`config.mk`:
```
export PLATFORM = sky130hd
export DESIGN_NAME = smart_mac_multi_flat
export DESIGN_NICKNAME = d
export VERILOG_FILES = /design/src/rtl/smart_mac_multi_if.sv /design/src/rtl/smart_mac_multi.sv /design/src/flat_wrapper.sv
export SDC_FILE = /design/constraint.sdc
export NUM_CORES = 1
export LEC_CHECK = 0
export BUFFER_PORTS_ARGS = -buffer_cell sky130_fd_sc_hd__buf_2
export CAP_MARGIN = 25
export CORE_UTILIZATION = 41
export CTS_CLUSTER_DIAMETER = 60
export DETAILED_ROUTE_END_ITERATION = 16
export PLACE_DENSITY = 0.95
export SLEW_MARGIN = 20
export SYNTH_ARGS = -nofsm -noshare
export SYNTH_HDL_FRONTEND = slang
export SYNTH_SLANG_ARGS = --single-unit
```
`constraint.sdc`:
```
create_clock -name mclk -period 2.92 [get_ports mclk]
set_input_delay 0.292 -clock mclk [delete_from_list [all_inputs] [get_ports mclk]]
set_output_delay 0.292 -clock mclk [all_outputs]
set_load 0.1 [all_outputs]
```
`src/rtl/smart_mac_multi_if.sv`:
```
// smart_mac_multi_if: CPU/memory-side bus seen by the multi-region access controller
interface smart_mac_multi_if #(
  parameter int NUM_REGIONS = 2,
  parameter int ADDR_W      = 16
);
  logic [ADDR_W-1:0]      mem_addr;
  logic                   mem_en;
  logic [15:0]            mem_din;
  logic [15:0]            ins_addr;
  logic                   disable_debug;
  logic [15:0]            mem_dout;
  logic                   reset;
  logic [NUM_REGIONS-1:0] in_safe_area;
  logic                   viol_valid;
  logic [1:0]             viol_region;
  logic                   viol_type;
  modport master (
    output mem_addr, mem_en, mem_din, ins_addr, disable_debug,
    input  mem_dout, reset, in_safe_area, viol_valid, viol_region, viol_type
  );
  modport slave (
    input  mem_addr, mem_en, mem_din, ins_addr, disable_debug,
    output mem_dout, reset, in_safe_area, viol_valid, viol_region, viol_type
  );
endinterface

```
`src/rtl/smart_mac_multi.sv`:
```
// smart_mac_multi: guards NUM_REGIONS code/data regions, resets the device on illegal access or entry
module smart_mac_multi #(
  parameter int                       NUM_REGIONS  = 2,
  parameter int                       ADDR_W       = 16,
  parameter logic [NUM_REGIONS*16-1:0] CODE_LOW    = {16'hE200, 16'hE000},
  parameter logic [NUM_REGIONS*16-1:0] CODE_HIGH   = {16'hE2FF, 16'hE0FF},
  parameter logic [NUM_REGIONS*ADDR_W-1:0] DATA_LOW  = {16'h0280, 16'h0200},
  parameter logic [NUM_REGIONS*ADDR_W-1:0] DATA_HIGH = {16'h02FF, 16'h027F},
  parameter int                       STRICT_ENTRY = 1,
  parameter int                       RESET_CYCLES = 4
) (
  input logic              mclk,
  input logic              puc_rst,
  smart_mac_multi_if.slave bus
);
  typedef enum logic {IDLE, RST} state_t;
  state_t                 state_q, state_d;
  logic [NUM_REGIONS-1:0] act_q, act_d;
  logic [7:0]             cnt_q, cnt_d;
  logic                   viol_valid_q, viol_valid_d;
  logic [1:0]             viol_region_q, viol_region_d;
  logic                   viol_type_q, viol_type_d;
  logic [NUM_REGIONS-1:0] code_hit, at_entry, data_hit, data_v, entry_v;
  logic                   any_v, sel_type;
  logic [1:0]             sel_idx;
  // all checks use the pre-update act_q, so a data access on the entry fetch itself still violates
  always_comb begin
    sel_idx  = '0;
    sel_type = 1'b0;
    for (int i = 0; i < NUM_REGIONS; i++) begin
      code_hit[i] = bus.ins_addr >= CODE_LOW[i*16 +: 16] && bus.ins_addr <= CODE_HIGH[i*16 +: 16];
      at_entry[i] = bus.ins_addr == CODE_LOW[i*16 +: 16];
      data_hit[i] = bus.mem_en && bus.mem_addr >= DATA_LOW[i*ADDR_W +: ADDR_W]
                    && bus.mem_addr <= DATA_HIGH[i*ADDR_W +: ADDR_W];
      data_v[i]   = data_hit[i] & ~act_q[i];
      entry_v[i]  = (STRICT_ENTRY != 0) & code_hit[i] & ~at_entry[i] & ~act_q[i];
    end
    for (int i = NUM_REGIONS - 1; i >= 0; i--) begin
      if (data_v[i] | entry_v[i]) begin
        sel_idx  = 2'(i);
        sel_type = ~data_v[i];
      end
    end
    any_v = |(data_v | entry_v);
  end
  always_comb begin
    state_d       = state_q;
    act_d         = act_q;
    cnt_d         = cnt_q;
    viol_valid_d  = viol_valid_q;
    viol_region_d = viol_region_q;
    viol_type_d   = viol_type_q;
    if (state_q == RST) begin
      act_d   = '0;
      cnt_d   = cnt_q - 8'd1;
      state_d = (cnt_q == 8'd0) ? IDLE : RST;
    end else begin
      for (int i = 0; i < NUM_REGIONS; i++)
        act_d[i] = at_entry[i] ? 1'b1 : code_hit[i] ? act_q[i] : 1'b0;
      if (any_v && !viol_valid_q) begin
        viol_valid_d  = 1'b1;
        viol_region_d = sel_idx;
        viol_type_d   = sel_type;
      end
      if (any_v && !bus.disable_debug) begin
        state_d = RST;
        cnt_d   = 8'(RESET_CYCLES - 1);
        act_d   = '0;
      end
    end
  end
  always_ff @(posedge mclk) begin
    if (puc_rst) begin
      state_q       <= IDLE;
      act_q         <= '0;
      cnt_q         <= '0;
      viol_valid_q  <= 1'b0;
      viol_region_q <= '0;
      viol_type_q   <= 1'b0;
    end else begin
      state_q       <= state_d;
      act_q         <= act_d;
      cnt_q         <= cnt_d;
      viol_valid_q  <= viol_valid_d;
      viol_region_q <= viol_region_d;
      viol_type_q   <= viol_type_d;
    end
  end
  assign bus.reset        = state_q == RST;
  assign bus.mem_dout     = (bus.reset || (|data_v && !bus.disable_debug)) ? 16'h0000 : bus.mem_din;
  assign bus.in_safe_area = act_q;
  assign bus.viol_valid   = viol_valid_q;
  assign bus.viol_region  = viol_region_q;
  assign bus.viol_type    = viol_type_q;
endmodule

```
`src/flat_wrapper.sv`:
```
// flat-port wrapper written by rule: the top's interface ports become plain ports
module smart_mac_multi_flat 
#(
  parameter int                       NUM_REGIONS  = 2,
  parameter int                       ADDR_W       = 16,
  parameter logic [NUM_REGIONS*16-1:0] CODE_LOW    = {16'hE200, 16'hE000},
  parameter logic [NUM_REGIONS*16-1:0] CODE_HIGH   = {16'hE2FF, 16'hE0FF},
  parameter logic [NUM_REGIONS*ADDR_W-1:0] DATA_LOW  = {16'h0280, 16'h0200},
  parameter logic [NUM_REGIONS*ADDR_W-1:0] DATA_HIGH = {16'h02FF, 16'h027F},
  parameter int                       STRICT_ENTRY = 1,
  parameter int                       RESET_CYCLES = 4
)
  (mclk, puc_rst, bus_mem_addr, bus_mem_en, bus_mem_din, bus_ins_addr, bus_disable_debug, bus_mem_dout, bus_reset, bus_in_safe_area, bus_viol_valid, bus_viol_region, bus_viol_type);
  smart_mac_multi_if #(.NUM_REGIONS(NUM_REGIONS), .ADDR_W(ADDR_W)) bus_i ();
  input logic mclk;
  input logic puc_rst;
  input wire logic [$bits(bus_i.mem_addr)-1:0] bus_mem_addr;
  input wire logic [$bits(bus_i.mem_en)-1:0] bus_mem_en;
  input wire logic [$bits(bus_i.mem_din)-1:0] bus_mem_din;
  input wire logic [$bits(bus_i.ins_addr)-1:0] bus_ins_addr;
  input wire logic [$bits(bus_i.disable_debug)-1:0] bus_disable_debug;
  output wire logic [$bits(bus_i.mem_dout)-1:0] bus_mem_dout;
  output wire logic [$bits(bus_i.reset)-1:0] bus_reset;
  output wire logic [$bits(bus_i.in_safe_area)-1:0] bus_in_safe_area;
  output wire logic [$bits(bus_i.viol_valid)-1:0] bus_viol_valid;
  output wire logic [$bits(bus_i.viol_region)-1:0] bus_viol_region;
  output wire logic [$bits(bus_i.viol_type)-1:0] bus_viol_type;
  assign bus_i.mem_addr = bus_mem_addr;
  assign bus_i.mem_en = bus_mem_en;
  assign bus_i.mem_din = bus_mem_din;
  assign bus_i.ins_addr = bus_ins_addr;
  assign bus_i.disable_debug = bus_disable_debug;
  assign bus_mem_dout = bus_i.mem_dout;
  assign bus_reset = bus_i.reset;
  assign bus_in_safe_area = bus_i.in_safe_area;
  assign bus_viol_valid = bus_i.viol_valid;
  assign bus_viol_region = bus_i.viol_region;
  assign bus_viol_type = bus_i.viol_type;
  smart_mac_multi #(.NUM_REGIONS(NUM_REGIONS), .ADDR_W(ADDR_W), .CODE_LOW(CODE_LOW), .CODE_HIGH(CODE_HIGH), .DATA_LOW(DATA_LOW), .DATA_HIGH(DATA_HIGH), .STRICT_ENTRY(STRICT_ENTRY), .RESET_CYCLES(RESET_CYCLES)) u_core (.mclk(mclk), .puc_rst(puc_rst), .bus(bus_i));
endmodule
```
After elaboration in Yosys (flattened, before gate mapping)
Index checks and enable logic that the tools add are counted.

word-level totals
  bits of input ports = 52
  register bits = 15
  word-level logic and storage cells = 68
  output and inout bits = 23

cells by class
  add/sub/neg operators = 1
  reduce and logical (&&, ||, !) cells = 18
  bitwise operators = 16
  equal/unequal tests = 4
  magnitude comparators = 8
  mux-type cells = 14

operators with widths
  operator              count
  $eq 16x16->1 const B  2
  $ge 16x10->1 const B  2
  $ge 16x16->1 const B  2
  $le 16x10->1 const B  2
  $le 16x16->1 const B  2
  $mux 16               1
  $mux 8                2
  $mux 1                10
  $logic_and 1x1->1     9
  $logic_not 8->1       1
  $sub 8x1->8 const B   1
  $not 1->1             7
  $and 1x1->1           6
  $ne 2x2->1 const B    2
  $reduce_or 2->1       2
  $reduce_or 3->1       1
  $logic_not 1->1       2
  $mux 2                1
  $or 1x1->1            2
  $or 2x2->2            1
  $reduce_and 2->1      1
  $reduce_bool 2->1     1
  $logic_or 1x1->1      1

Logic depth before layout (Yosys ltp)
Gate-level depths: netlist of the first run.

  depth after elaboration = 9
  gate-level depth with buffers = 6
  depth with buffers taken out = 6

Worst setup path after synthesis of the first run
OpenSTA, ideal clock, no wires.

  kind = register to output
  from = register u_core.act_q[1] (netlist: u_core.bus.in_safe_area[1])
  to = output bus_mem_dout[10]
  path buffers = 1
  arrival time = 2.621 ns
  data required time = 2.628 ns
  cell stages (with the launch flop) = 6
  setup slack = 0.007 ns
  cell sequence = dfxtp_1 mux2_2 nor4_4 a21oi_1 clkbuf_1 and2_1

on the way
  word-level cells in the longest chain between the ends = 6

ends and longest elaborated chain
  item                      line                   RTL
  start: declaration        smart_mac_multi.sv:18  logic [NUM_REGIONS-1:0] act_q, act_d;
  start signal: assignment  smart_mac_multi.sv:82  act_q <= act_d;
  $not 1->1                 smart_mac_multi.sv:35  data_v[i] = data_hit[i] & ~act_q[i];
  $and 1x1->1               smart_mac_multi.sv:35
  $reduce_or 2->1           smart_mac_multi.sv:90  assign bus.mem_dout = (bus.reset || (|data_v && !bus.disable_debug)) ? 16'h0000 : bus.mem_din;
  $logic_and 1x1->1         smart_mac_multi.sv:90
  $logic_or 1x1->1          smart_mac_multi.sv:90
  $mux 16                   smart_mac_multi.sv:90
  end: declaration          flat_wrapper.sv:22     output wire logic [$bits(bus_i.mem_dout)-1:0] bus_mem_dout;

Every way passes these cells.

Final worst setup path of the first run
  from = register u_core.act_q[1] (netlist: u_core.bus.in_safe_area[1])
  to = output bus_mem_dout[3]

The elaborated chain is that of the path after synthesis.

==> results of run 1 <==
[routing by layer]
metal	share of wire [%]	vias to the layer above	global-route usage [%]
met5	0	-	0
met4	1.1	0	5.88
met3	7.0	4	5.30
met2	58	55	48.2
met1	34	476	20.5
li1	-	509	-
[flip-flops by register name, indices dropped and copies added (netlist names)]
signal	cells
u_core.bus.viol_valid	1
u_core.bus.in_safe_area	2
u_core.cnt_q	8
u_core.bus.viol_region	1
u_core.bus.reset	1
u_core.bus.viol_type	1
[worst min path at each step]
stage | depth (start not counted) | startpoint | end
after global placement | 1 | u_core.bus.viol_type | u_core.bus.viol_type
final | 3 | puc_rst | u_core.cnt_q[0]
after CTS | 3 | bus_ins_addr[8] | u_core.bus.in_safe_area[0]
after global routing | 3 | puc_rst | u_core.bus.viol_type
after detailed placement | 1 | u_core.bus.viol_type | u_core.bus.viol_type
after floorplan | 2 | puc_rst | u_core.cnt_q[0]
[report_power, final]
group          switching [uW]  internal [uW]  total (uW)
Sequential               2.83            193         196
Clock                    63.5           75.8         139
Combinational             134           45.9         180
[synth_stat cells, types with 2 or more instances]
cell	n	area share, %
clkbuf_1	2	0.82
nand2_1	5	2.0
dfxtp_1	14	31
o21a_1	3	2.5
a21oi_1	7	3.8
nor4b_1	3	2.9
o31a_1	2	1.9
inv_1	5	2.0
nor3_1	3	1.6
and2_1	16	11
xnor2_1	3	2.9
or3_1	2	1.4
a31oi_1	2	1.4
xor2_1	3	2.9
nor4_1	3	2.0
nor2_1	13	5.3
[through the flow]
stage	hold WS (ns)	instance area (um^2)	std cells	power, uW	utilization [%]
2_1_floorplan	0.447	918	106	334	-
3_3_place_gp	0.452	1270	196	377	62.1
3_5_place_dp	0.466	1270	196	381	62.1
4_1_cts	0.351	1300	200	519	63.8
5_1_grt	0.372	1300	200	539	63.8
6_report	0.362	1300	200	516	63.8
[kinds of logic (layout without fill, tap and decap cells)]
group                    after synthesis  in the layout  synth area share, %
flip-flops                            14             14                 30.5
AO/OA/AOI/OAI                         20             20                 18.1
AND/OR/NAND/NOR                       55             55                 39.0
multiplexers                           1              1                 1.23
other                                  1              1                0.408
buffers and inverters                  8             75                 3.68
XOR/XNOR                               6              6                 5.72
adder cells (fa/ha/maj)                1              1                 1.36
[worst max-delay path, stage by stage, from the launching register on]
cell and delay (ns):
dfxtp_1 0.41, mux2_2 0.21, nor4_4 0.05, a21oi_1 0.60
and2_1 0.24, buf_2 0.43
[area by class of cell]
type,count,share of cell area [%]
multi-input cells,84,46.4
repair buffers,66,25.3
flip-flops and latches,14,21.5
clock buffers,4,2.78
well taps,27,2.59
inverters,5,1.44
==> summary.txt, run 1 <==
Finish
  – Layout area overhead: 42.0%
  – Most common library cell in the layout ignoring fill and taps: buf_2
  – FF+latch area: 280 um^2
  – Ant diodes: 0
  – Multi-input gate area: 604 um^2
  – Most frequent cells in the layout: buf_2 (66), and2_1 (16), dfxtp_1 (14)
  – Fillers: 192
  – Share of cells above drive strength 1: 46.8%
  – Layout Nets: 227

Power
  – Max rail drop VDD: 0.249 mV
  – LEAKAGE: 0.000599 uW
  – Power Density: 396 nW/um^2

GRT
  – First-pass GRT wire length: 4280 um
  – Initial antenna violation count: 0
  – Tot GR Track Use: 22.7%
  – Largest net degree at the start of global routing: 18
  – Grt total ovfl: 0
  – Vias in the first global route: 1,037

Drt
  – DR iter-0 viols: 9
  – WL final: 2640 um
  – Total number of vias: 1,044
  – DR WL/cell: 13.2 um
  – Detailed Routing Iterations Pass 1: 4
  – Remaining DRCs: 0
  – DRT antenna net count: 0
  – Via density: 5.22

Placement
  – Pre-CTS setup slack: 0.485 ns
  – Gpl congestion: 0.848
  – HPWL after DPL: 2220 um
  – PortBufs: 66

Worst setup path
  – RR Startpoint: u_core.bus.reset
  – R2r setup slk: 1.25 ns
  – Worst Setup SP: u_core.bus.in_safe_area[1]
  – WS Path Type: register to output port
  – Worst path required time: 2.63 ns
  – Largest fanout on the critical path: 16
  – Crit path DAT: 2.22 ns
  – Worst r2r path cells: 4
  – Critical Path End: bus_mem_dout[3]
  – Worst Setup End Kind: output port
  – Worst r2r dst: u_core.cnt_q[5]
  – Setup crit start kind: register

Clock network
  – Post-CTS Setup Inserts: 0
  – Root buffer cell: clkbuf_4
  – Clk Latency, worst-skew pair: 0.27 ns
  – CTS Buf Count: 3
  – Max Buffers Root-to-Sink: 2
  – Cts repair resizes: 0
  – Hold buffers post-CTS: 0
  – Clk pin slew, worst setup/hold paths: 0.09 ns
  – CTS tree: yes
  – Clock sink count: 14
  – H-tree Lvls: 1

Die
  – Io pins: 75
  – Die outline area: 2430 um^2
  – Initial core utilization: 45.0%
  – Core area: 2040 um^2
  – Die width: 49.3 um
  – Row cnt: 16
  – Die H: 49.3 um

Timing
  – Max Fclk: 399 MHz
  – Worst slew margin: 51.0%
  – Period utilisation layout: 85.9%
  – Setup violations, final: 0
  – Min Tclk post-route: 2.51 ns
  – Unrepaired setup endpoints after global routing: false
  – Worst-margin pin slew: 0.734 ns
  – Clk_skew: 0.00112 ns
  – Hold Fails Final Rpt: 0
  – Worst setup margin: 0.412 ns
  – Slew Limit Fails: 0
  – Fin Setup TNS: 0 ns

Yosys
  – Flops & latches, synth: 14
  – Synth Flop Type: dfxtp_1
  – Yosys warns: 0
  – EDFF count, synth: 0
  – Post-Syn Area: 918 um^2
  – Yosys cell types: 36
  – Post-synth net total: 159
  – Cell count after synthesis: 106
  – Register area share after synthesis: 30.5%
  – Ys async rst share: 0%
  – Syn_area_per_cell: 8.66 um^2

Worst hold path
  – Type of the most critical hold path: input port to register

Run status
  – Status: finished clean

Run
  – Max_cap viols: 0
Note: power is estimated with default switching activity, not from simulation.
==> run 2, diff against run 1 <==
==> constraint.sdc (replaced) <==
create_clock -name mclk -period 2.92 [get_ports mclk]
set_input_delay 0.73 -clock mclk [delete_from_list [all_inputs] [get_ports mclk]]
set_output_delay 0.73 -clock mclk [all_outputs]
set_load 0.1 [all_outputs]
==> run 2 against run 1 <==
Net effect:
- the run now ends with negative setup slack left
- non-clock buffer count rose by 6
- hold slack gained 0.14 ns
- critical endpoint unchanged
- worst setup slack lost 0.46 ns
- cell count rose by 3.0%
- wire length increased by 35%
- largest cell class unchanged
- register-to-register slack got worse by 0.13 ns
- first-iteration DRC count is 78% higher
==> summary.txt, run 2 (synthesis gave the netlist of run 1 again) <==
Run status
  – Status: finished with violations (was finished clean)
  – Failing checks: negative setup slack

Finish
  – Max FFs per register: 8 (unchanged)
  – Share of cells above drive strength 1: 59.2% (was 46.8%)
  – Ant diodes: 0 (unchanged)
  – Fillers: 147 (was 192)
  – Largest register by flop count: u_core.cnt_q (unchanged)
  – Fin util: 79.0% (was 63.8%)
  – Layout area overhead: 75.7% (was 42.0%)
  – Cell area after layout: 1610 um^2 (was 1300 um^2)
  – Most common library cell in the layout ignoring fill and taps: buf_2 (unchanged)
  – Most frequent cells in the layout: buf_2 (50), nor2_1 (13), buf_12 (13) (was buf_2 (66), and2_1 (16), dfxtp_1 (14))
  – Layout Nets: 234 (was 227)

Placement
  – Area of placed instances: 1320 um^2 (was 1270 um^2)
  – Gpl congestion: 0.738 (was 0.848)
  – PortBufs: 66 (unchanged)
  – HPWL after DPL: 2280 um (was 2220 um)

Worst setup path
  – Crit-path max cell delay: 0.55 ns (was 0.60 ns)
  – RR Startpoint: u_core.bus.in_safe_area[0] (was u_core.bus.reset)
  – Largest fanout on the critical path: 8 (was 16)
  – Worst Setup End Kind: output port (unchanged)
  – Slowest CP cell: or4_4 (was a21oi_1)
  – Worst path required time: 2.19 ns (was 2.63 ns)
  – Worst r2r path cells: 7 (was 4)
  – WS Path Type: input port to output port (was register to output port)
  – Setup crit start kind: input port (was register)
  – Worst Setup SP: bus_mem_addr[13] (was u_core.bus.in_safe_area[1])
  – Crit-path cells: buf_2 > or4_4 > nor4_4 > buf_4 > a21oi_4 > and2_2 > buf_12 (was mux2_2 > nor4_4 > a21oi_1 > and2_1 > buf_2)
  – Crit path DAT: 2.24 ns (was 2.22 ns)

Drt
  – Via density: 5.54 (was 5.22)
  – DR WL/cell: 17.2 um (was 13.2 um)
  – DR iter-0 viols: 16 (was 9)
  – DR WL met2: 1900 um (was 1520 um)
  – Remaining DRCs: 0 (unchanged)
  – Detailed Routing Iterations Pass 1: 4 (unchanged)
  – Metal3 WL: 208 um (was 184 um)
  – Top layer in use: met4 (unchanged)
  – Metal-1 WL: 1200 um (was 901 um)
  – Total number of vias: 1,142 (was 1,044)
  – WL final: 3550 um (was 2640 um)
  – DRT antenna net count: 0 (unchanged)

Timing
  – Hold Fails Final Rpt: 0 (unchanged)
  – Unrepaired setup endpoints after global routing: true (was false)
  – Min Tclk post-route: 2.97 ns (was 2.51 ns)
  – Worst slew margin: 67.5% (was 51.0%)
  – Max Fclk: 337 MHz (was 399 MHz)
  – Slew Limit Fails: 0 (unchanged)
  – Clk_skew: 0.00393 ns (was 0.00112 ns)
  – Period utilisation layout: 102% (was 85.9%)
  – Worst-margin pin slew: 0.481 ns (was 0.734 ns)
  – Worst setup margin: -0.0498 ns (was 0.412 ns)
  – Setup violations, final: 10 (was 0)

GRT
  – Largest net degree at the start of global routing: 17 (was 18)
  – First-pass GRT wire length: 5180 um (was 4280 um)
  – Grt total ovfl: 0 (unchanged)
  – Initial antenna violation count: 0 (unchanged)
  – Vias in the first global route: 1,115 (was 1,037)
  – Tot GR Track Use: 28.6% (was 22.7%)

Power
  – Switch share: 39.1% (was 38.9%)
  – Psw: 212 uW (was 201 uW)
  – Pwr Total: 542 uW (was 516 uW)
  – Comb pwr share: 44.3% (was 35.0%)
  – Max rail drop VDD: 0.294 mV (was 0.249 mV)
  – Cell Int Power: 330 uW (was 315 uW)
  – Power Density: 336 nW/um^2 (was 396 nW/um^2)
  – LEAKAGE: 0.000730 uW (was 0.000599 uW)
  – Clock power share: 19.6% (was 27.0%)
  – Sequential power share: 36.1% (was 38.0%)

Die
  – Die width: 49.3 um (unchanged)
  – Io pins: 75 (unchanged)
  – Row cnt: 16 (unchanged)
  – Initial core utilization: 45.0% (unchanged)
  – Die outline area: 2430 um^2 (unchanged)
  – Die H: 49.3 um (unchanged)
  – Core area: 2040 um^2 (unchanged)

Clock network
  – Clock sink count: 14 (unchanged)
  – Clk pin slew, worst setup/hold paths: 0.08 ns (was 0.09 ns)
  – CTS tree: yes (unchanged)
  – H-tree Lvls: 1 (unchanged)
  – Hold buffers post-CTS: 0 (unchanged)
  – Clk Latency, worst-skew pair: 0.28 ns (was 0.27 ns)
  – CTS Buf Count: 3 (unchanged)
  – Root buffer cell: clkbuf_4 (unchanged)
  – Max Buffers Root-to-Sink: 2 (unchanged)

Worst hold path
  – Hold_sp: u_core.bus.viol_type (was puc_rst)
  – Type of the most critical hold path: register to register (was input port to register)
  – Hold Path Depth: 1 (was 3)

Run
  – Max_cap viols: 0 (unchanged)
[run 2: cell type report]
class	instances	area, um^2	area share (%)
clock buffers	3	22.5	1.40
inverters	5	18.8	1.16
multi-input cells	85	659	40.9
flip-flops and latches	14	283	17.5
well taps	27	33.8	2.09
repair buffers	72	597	37.0
[run 2: worst paths after layout]
| kind | endpoint | slack [ns] |
|---|---|---|
| worst min register to register | u_core.bus.viol_type | 0.50 |
| worst max register to register | u_core.cnt_q[3] | 1.12 |
| worst min-delay path | u_core.bus.viol_type | 0.50 |
| worst max-delay path | bus_mem_dout[3] | -0.05 |
[run 2: critical path: cells and delay by family]
kind            cells  cell delay [ns]
simple gates        3             0.99
buf+inv             3             0.44
compound gates      1             0.08
[run 2: repair_timing]
item | in CTS | in global routing
pin swaps | 2 | 0
buffers inserted | 2 | 0
gates resized for setup | 32 | 36
endpoints found under the setup margin | 16 | 16
cloned | 1 | 0
[run 2: power groups by stage]
| stage | clock network [uW] | registers [uW] | logic, uW |
|---|---|---|---|
| final | 106 | 196 | 240 |
| after global routing | 118 | 196 | 248 |
| after CTS | 106 | 196 | 205 |
| after detailed placement | 0 | 200 | 187 |
| after global placement | 0 | 200 | 183 |
| after floorplan | 0 | 205 | 133 |
[run 2: per-layer routing]
layer / vias to the layer above / GRT usage, %
met1: 526 / 28.9
li1: 530 / -
met2: 60 / 52.3
met5: - / 0
met3: 26 / 7.79
met4: 0 / 15.7
[run 2: metrics by stage]
| step | setup TNS [ns] | instances | hold slack (ns) | worst slack, ns |
|---|---|---|---|---|
| 5_1_grt | -1.33 | 206 | 0.515 | -0.115 |
| 3_5_place_dp | -5.52 | 200 | 0.466 | -0.360 |
| 2_1_floorplan | -1.20 | 106 | 0.485 | -0.133 |
| 4_1_cts | 0 | 206 | 0.484 | 0.000838 |
| 3_3_place_gp | -4.04 | 200 | 0.454 | -0.267 |
| 6_report | -0.385 | 206 | 0.504 | -0.0498 |
